===== config.mk =====
export PLATFORM = sky130hd
export DESIGN_NAME = axi_xbar
export DESIGN_NICKNAME = d
export VERILOG_FILES = /design/src/rtl/axi_xbar.sv
export SDC_FILE = /design/constraint.sdc
export NUM_CORES = 1
export LEC_CHECK = 0
export ABC_AREA = 0
export BUFFER_PORTS_ARGS = -buffer_cell sky130_fd_sc_hd__buf_4
export CAP_MARGIN = 20
export CORE_AREA = 2 2 173 175
export CTS_CLUSTER_SIZE = 30
export DETAILED_ROUTE_END_ITERATION = 6
export DIE_AREA = 0 0 175 177
export GPL_ROUTABILITY_DRIVEN = 0
export PLACE_DENSITY = 0.36
export SYNTH_ARGS = -nofsm -noshare
export SYNTH_HDL_FRONTEND = slang
export SYNTH_SLANG_ARGS = --single-unit

===== constraint.sdc =====
create_clock -name clk -period 2 [get_ports clk]
set_input_delay 0.4 -clock clk [delete_from_list [all_inputs] [get_ports clk]]
set_output_delay 0.4 -clock clk [all_outputs]
set_load 0.03 [all_outputs]

===== src/rtl/axi_xbar.sv =====
// AXI4-Lite 1-to-2 address-decoding crossbar: routes one master port to S0, S1 or an
// internal error responder; independent read and write paths, one outstanding each.
module axi_xbar #(
    parameter logic [31:0] S0_BASE = 32'h8000_0000,
    parameter logic [31:0] S0_MASK = 32'hF800_0000,
    parameter logic [31:0] S1_BASE = 32'hA000_0000,
    parameter logic [31:0] S1_MASK = 32'hFFFF_0000
) (
    input  logic        clk,
    input  logic        reset,
    input  logic        m_arvalid,
    output logic        m_arready,
    input  logic [31:0] m_araddr,
    output logic        m_rvalid,
    input  logic        m_rready,
    output logic [31:0] m_rdata,
    output logic        m_rresp,
    input  logic        m_awvalid,
    output logic        m_awready,
    input  logic [31:0] m_awaddr,
    input  logic        m_wvalid,
    output logic        m_wready,
    input  logic [31:0] m_wdata,
    input  logic [7:0]  m_wmask,
    output logic        m_bvalid,
    input  logic        m_bready,
    output logic        m_bresp,
    output logic        s0_arvalid,
    input  logic        s0_arready,
    output logic [31:0] s0_araddr,
    input  logic        s0_rvalid,
    output logic        s0_rready,
    input  logic [31:0] s0_rdata,
    input  logic        s0_rresp,
    output logic        s0_awvalid,
    input  logic        s0_awready,
    output logic [31:0] s0_awaddr,
    output logic        s0_wvalid,
    input  logic        s0_wready,
    output logic [31:0] s0_wdata,
    output logic [7:0]  s0_wmask,
    input  logic        s0_bvalid,
    output logic        s0_bready,
    input  logic        s0_bresp,
    output logic        s1_arvalid,
    input  logic        s1_arready,
    output logic [31:0] s1_araddr,
    input  logic        s1_rvalid,
    output logic        s1_rready,
    input  logic [31:0] s1_rdata,
    input  logic        s1_rresp,
    output logic        s1_awvalid,
    input  logic        s1_awready,
    output logic [31:0] s1_awaddr,
    output logic        s1_wvalid,
    input  logic        s1_wready,
    output logic [31:0] s1_wdata,
    output logic [7:0]  s1_wmask,
    input  logic        s1_bvalid,
    output logic        s1_bready,
    input  logic        s1_bresp
);
    typedef enum logic [1:0] {SEL_NONE, SEL_0, SEL_1, SEL_ERR} sel_e;
    typedef enum logic {R_IDLE, R_BUSY} r_state_e;
    typedef enum logic [1:0] {W_IDLE, W_DATA, W_RESP} w_state_e;

    function automatic sel_e decode(input logic [31:0] addr);
        if ((addr & S0_MASK) == S0_BASE)      return SEL_0;
        else if ((addr & S1_MASK) == S1_BASE) return SEL_1;
        else                                  return SEL_ERR;
    endfunction

    r_state_e r_state, r_state_nx;
    w_state_e w_state, w_state_nx;
    sel_e     rsel, rsel_nx, wsel, wsel_nx;
    sel_e     ar_dec, aw_dec;
    logic     w_early, w_early_nx;

    assign ar_dec    = decode(m_araddr);
    assign aw_dec    = decode(m_awaddr);
    assign s0_araddr = m_araddr;
    assign s1_araddr = m_araddr;
    assign s0_awaddr = m_awaddr;
    assign s1_awaddr = m_awaddr;
    assign s0_wdata  = m_wdata;
    assign s1_wdata  = m_wdata;
    assign s0_wmask  = m_wmask;
    assign s1_wmask  = m_wmask;

    always_ff @(posedge clk or posedge reset) begin
        if (reset) begin
            r_state <= R_IDLE;
            rsel    <= SEL_NONE;
            w_state <= W_IDLE;
            wsel    <= SEL_NONE;
            w_early <= 1'b0;
        end else begin
            r_state <= r_state_nx;
            rsel    <= rsel_nx;
            w_state <= w_state_nx;
            wsel    <= wsel_nx;
            w_early <= w_early_nx;
        end
    end

    // Read path: zero-latency AR routing, then R steered from the latched target.
    always_comb begin
        r_state_nx = r_state;
        rsel_nx    = rsel;
        m_arready  = 1'b0;
        m_rvalid   = 1'b0;
        m_rdata    = 32'h0;
        m_rresp    = 1'b0;
        s0_arvalid = 1'b0;
        s1_arvalid = 1'b0;
        s0_rready  = 1'b0;
        s1_rready  = 1'b0;
        if (!reset) begin
            case (r_state)
                R_IDLE: begin
                    s0_arvalid = m_arvalid && (ar_dec == SEL_0);
                    s1_arvalid = m_arvalid && (ar_dec == SEL_1);
                    case (ar_dec)
                        SEL_0:   m_arready = m_arvalid && s0_arready;
                        SEL_1:   m_arready = m_arvalid && s1_arready;
                        default: m_arready = m_arvalid;
                    endcase
                    if (m_arvalid && m_arready) begin
                        r_state_nx = R_BUSY;
                        rsel_nx    = ar_dec;
                    end
                end
                R_BUSY: begin
                    case (rsel)
                        SEL_0: begin
                            m_rvalid  = s0_rvalid;
                            m_rdata   = s0_rdata;
                            m_rresp   = s0_rresp;
                            s0_rready = m_rready;
                        end
                        SEL_1: begin
                            m_rvalid  = s1_rvalid;
                            m_rdata   = s1_rdata;
                            m_rresp   = s1_rresp;
                            s1_rready = m_rready;
                        end
                        default: begin
                            m_rvalid = 1'b1;
                            m_rresp  = 1'b1;
                        end
                    endcase
                    if (m_rvalid && m_rready) begin
                        r_state_nx = R_IDLE;
                        rsel_nx    = SEL_NONE;
                    end
                end
                default: r_state_nx = R_IDLE;
            endcase
        end
    end

    // Write path; w_early remembers a W that a device took before its AW so it is not resent.
    always_comb begin
        w_state_nx = w_state;
        wsel_nx    = wsel;
        w_early_nx = w_early;
        m_awready  = 1'b0;
        m_wready   = 1'b0;
        m_bvalid   = 1'b0;
        m_bresp    = 1'b0;
        s0_awvalid = 1'b0;
        s1_awvalid = 1'b0;
        s0_wvalid  = 1'b0;
        s1_wvalid  = 1'b0;
        s0_bready  = 1'b0;
        s1_bready  = 1'b0;
        if (!reset) begin
            case (w_state)
                W_IDLE: begin
                    s0_awvalid = m_awvalid && (aw_dec == SEL_0);
                    s1_awvalid = m_awvalid && (aw_dec == SEL_1);
                    case (aw_dec)
                        SEL_0:   m_awready = m_awvalid && s0_awready;
                        SEL_1:   m_awready = m_awvalid && s1_awready;
                        default: m_awready = m_awvalid;
                    endcase
                    if (!w_early) begin
                        s0_wvalid = m_wvalid && s0_awvalid;
                        s1_wvalid = m_wvalid && s1_awvalid;
                        case (aw_dec)
                            SEL_0:   m_wready = m_awvalid && s0_wready;
                            SEL_1:   m_wready = m_awvalid && s1_wready;
                            default: m_wready = m_awvalid;
                        endcase
                    end
                    if (m_awvalid && m_awready) begin
                        wsel_nx    = aw_dec;
                        w_early_nx = 1'b0;
                        w_state_nx = (w_early || (m_wvalid && m_wready)) ? W_RESP : W_DATA;
                    end else if (m_wvalid && m_wready) begin
                        w_early_nx = 1'b1;
                    end
                end
                W_DATA: begin
                    case (wsel)
                        SEL_0: begin
                            s0_wvalid = m_wvalid;
                            m_wready  = s0_wready;
                        end
                        SEL_1: begin
                            s1_wvalid = m_wvalid;
                            m_wready  = s1_wready;
                        end
                        default: m_wready = 1'b1;
                    endcase
                    if (m_wvalid && m_wready) w_state_nx = W_RESP;
                end
                W_RESP: begin
                    case (wsel)
                        SEL_0: begin
                            m_bvalid  = s0_bvalid;
                            m_bresp   = s0_bresp;
                            s0_bready = m_bready;
                        end
                        SEL_1: begin
                            m_bvalid  = s1_bvalid;
                            m_bresp   = s1_bresp;
                            s1_bready = m_bready;
                        end
                        default: begin
                            m_bvalid = 1'b1;
                            m_bresp  = 1'b1;
                        end
                    endcase
                    if (m_bvalid && m_bready) begin
                        w_state_nx = W_IDLE;
                        wsel_nx    = SEL_NONE;
                    end
                end
                default: w_state_nx = W_IDLE;
            endcase
        end
    end
endmodule


==> run metrics <==
switching part of the total 47.8%; Post-route DRC 0; layout cells sized above 1 82.7%; Syn Nets 585; Slew Viols, Final 0; Core Box Area 29,200 um^2; skew final 5.68 ps; Yosys top cell by area buf_4; Power Dens Cells 958 nW/um^2; Max Clock Freq 453 MHz; I/O Buffers 229; setup tns final -1240 ps; total power 4.62 mW; Mean Syn Cell Area 7.17 um^2; Crit Path Category primary input to output port; clock power share 7.6%; Finished Cell Area 4820 um^2; #FFs+latches synth 8; antenna viol nets, final 0; Ant. Diodes 0; die height 177 um; row count 63; CP Capture Type output port; Worst Setup Start Kind primary input; Yosys cell types 39; CTS root buf clkbuf_16; critical path data required time 1600 ps; filler instances 3,267; Initial DRC Count 50; Area Growth Syn to Fin 71.5%; Cell Area, Synth 2810 um^2; failing checks negative setup slack; worst relative slew slack 81.6%; Max VDD drop 0.305 mV; Combinational Power Share 85.4%; Avg WL per Cell 14.9 um; Via density 3.27; Max H-tree Level 1; largest net degree at the start of global routing 15; clk sinks 8; Final #Nets 658; hold_ws 306 ps; Yosys Warn Count 0; setup ws final -209 ps; Initial Utilization 9.61%; CTS tree done; Sequential Power Share 7.1%; final WL 12,700 um; unrepaired setup endpoints after global routing true; clock transition at the registers of the reported paths 40 ps; initial antenna violation count 0; share of the synthesized area in the top cell type 55.6%; die width 175 um; fin crit share 110%; NetSw 2.21 mW; Worst-Skew Late Latency 240 ps; top cells by area, synth buf_4 56%, a22oi_1 9.1%, dfrtp_1 7.1%, nor2_1 6.0%, ha_1 1.8%; vias 2,793; Pleak 2.07 nW; HPWL after DPL 9800 um; die footprint 31,000 um^2; Critical Path AT 1810 ps; Synth Instances 392; min-delay worst type primary input to async pin; vias in the first global route 2,896; pre-CTS WS -307 ps; DRT Pass-1 Iters 4; Final setup viols 23; total of max-cap violations 0; CTS Hold Buffers Added 0; Fin. Hold Viols 0; outcome finished, violations left; Cell Area, Placed 3870 um^2; CP Max Fanout 3; CTS max path bufs 2; CTS buffer count 3; Period minus WS final 2210 ps; first-pass GRT wire length 17,400 um; Int Power 2.41 mW; gr ovfl total 0; post-synthesis sequential area ratio 7.12%; I/O pins 446; Slew @ Worst Pin 272 ps; Total GRT Usage 7.53%
cell usage after synthesis:
cell,number
buf_4,208
nor2_1,45
a22oi_1,34
clkbuf_1,12
inv_1,10
dfrtp_1,8
o21ai_0,8
nand2_1,6
and3_1,5
nand2b_1,5
nor3_1,5
a21oi_1,4
ha_1,4
nor4_1,4
a221oi_1,3
nand3_1,3
nor4b_1,3
a221o_1,2
and2_1,2
o31ai_1,2
a2111oi_0,1
a21boi_0,1
buf_2,1
nand3b_1,1
nand4_1,1
nand4b_4,1
nor2b_1,1
nor3b_1,1
o211a_1,1
o211ai_1,1
o21ai_1,1
o221a_2,1
o221a_4,1
o221ai_1,1
o22ai_1,1
o311a_2,1
or2_4,1
or3_1,1
or4b_4,1
power by group through the flow:
stage          Sequential, mW  Clock, mW  Combinational (mW)
2_1_floorplan           0.291          0                2.04
3_3_place_gp            0.301          0                2.66
3_5_place_dp            0.302          0                2.64
4_1_cts                 0.314      0.370                4.00
5_1_grt                 0.339      0.375                4.20
6_report                0.327      0.349                3.94
timing repair:
action                                  in CTS  in global routing
setup buffers                                8                  2
gates cloned                                 7                  0
endpoints found under the setup margin      42                 52
resized for setup                          121                 29
pin swaps                                   51                 13
through the flow:
| stage | util, % | instances |
|---|---|---|
| finish | 16.5 | 853 |
| global route | 16.5 | 853 |
| CTS | 16.1 | 853 |
| detailed placement | 13.2 | 836 |
| global placement | 13.2 | 836 |
| floorplan | - | 392 |
sequential cells by signal, indices dropped and copies added (netlist names):
signal / cells
r_state: 1
wsel: 2
rsel: 2
w_state: 2
w_early: 1
final timing paths:
path	from	to	slack (ps)	depth (start not counted)
max in group asynchronous	reset	wsel[1]	1540	3
hold / removal	reset	r_state	310	3
setup reg to reg	wsel[0]	wsel[0]	70	9
setup / recovery	m_awaddr[27]	m_awready	-210	6
hold reg to reg	rsel[0]	rsel[0]	580	2
min in group clk	m_rready	r_state	530	4
metal layers:
layer	vias to the layer above	routed length [um]	GRT usage, %
met5	-	0	0
met4	0	592	3.47
met3	68	1350	2.88
met2	211	6730	15.0
met1	1252	4030	6.60
li1	1262	-	-
cell families after synthesis:
family | share of synthesized area (%)
flip-flops | 7.12
AND/OR/NAND/NOR | 15.6
adder cells (fa/ha/maj) | 1.78
AO/OA/AOI/OAI | 16.8
buffers and inverters | 58.7
area by class of cell:
cell class / instances / area, um^2 / share of cell area, %
Clock buffer: 3 / 75.1 / 1.56
Inverter: 10 / 37.5 / 0.779
Multi-Input combinational cell: 153 / 1520 / 31.6
Sequential cell: 8 / 200 / 4.15
Tap cell: 390 / 488 / 10.1
Timing Repair Buffer: 289 / 2500 / 51.8
worst max-delay path: stages:
cell     delay (ps)
buf_6            90
or4b_4          550
buf_6           140
or2_4           230
o221a_4         260
buf_6           140
layout by cell type (no fill, tap or decap), types with 5 or more instances in the layout:
| cell type | n |
|---|---|
| nand2_1 | 5 |
| dfrtp_1 | 8 |
| buf_4 | 236 |
| buf_6 | 43 |
| nor2_1 | 16 |
| buf_12 | 5 |
| nor2_2 | 6 |
| inv_1 | 6 |
| a22oi_2 | 31 |
| nor2_4 | 23 |
| o21ai_0 | 6 |
| and3_1 | 5 |
Note: power is estimated with default switching activity, not from simulation.
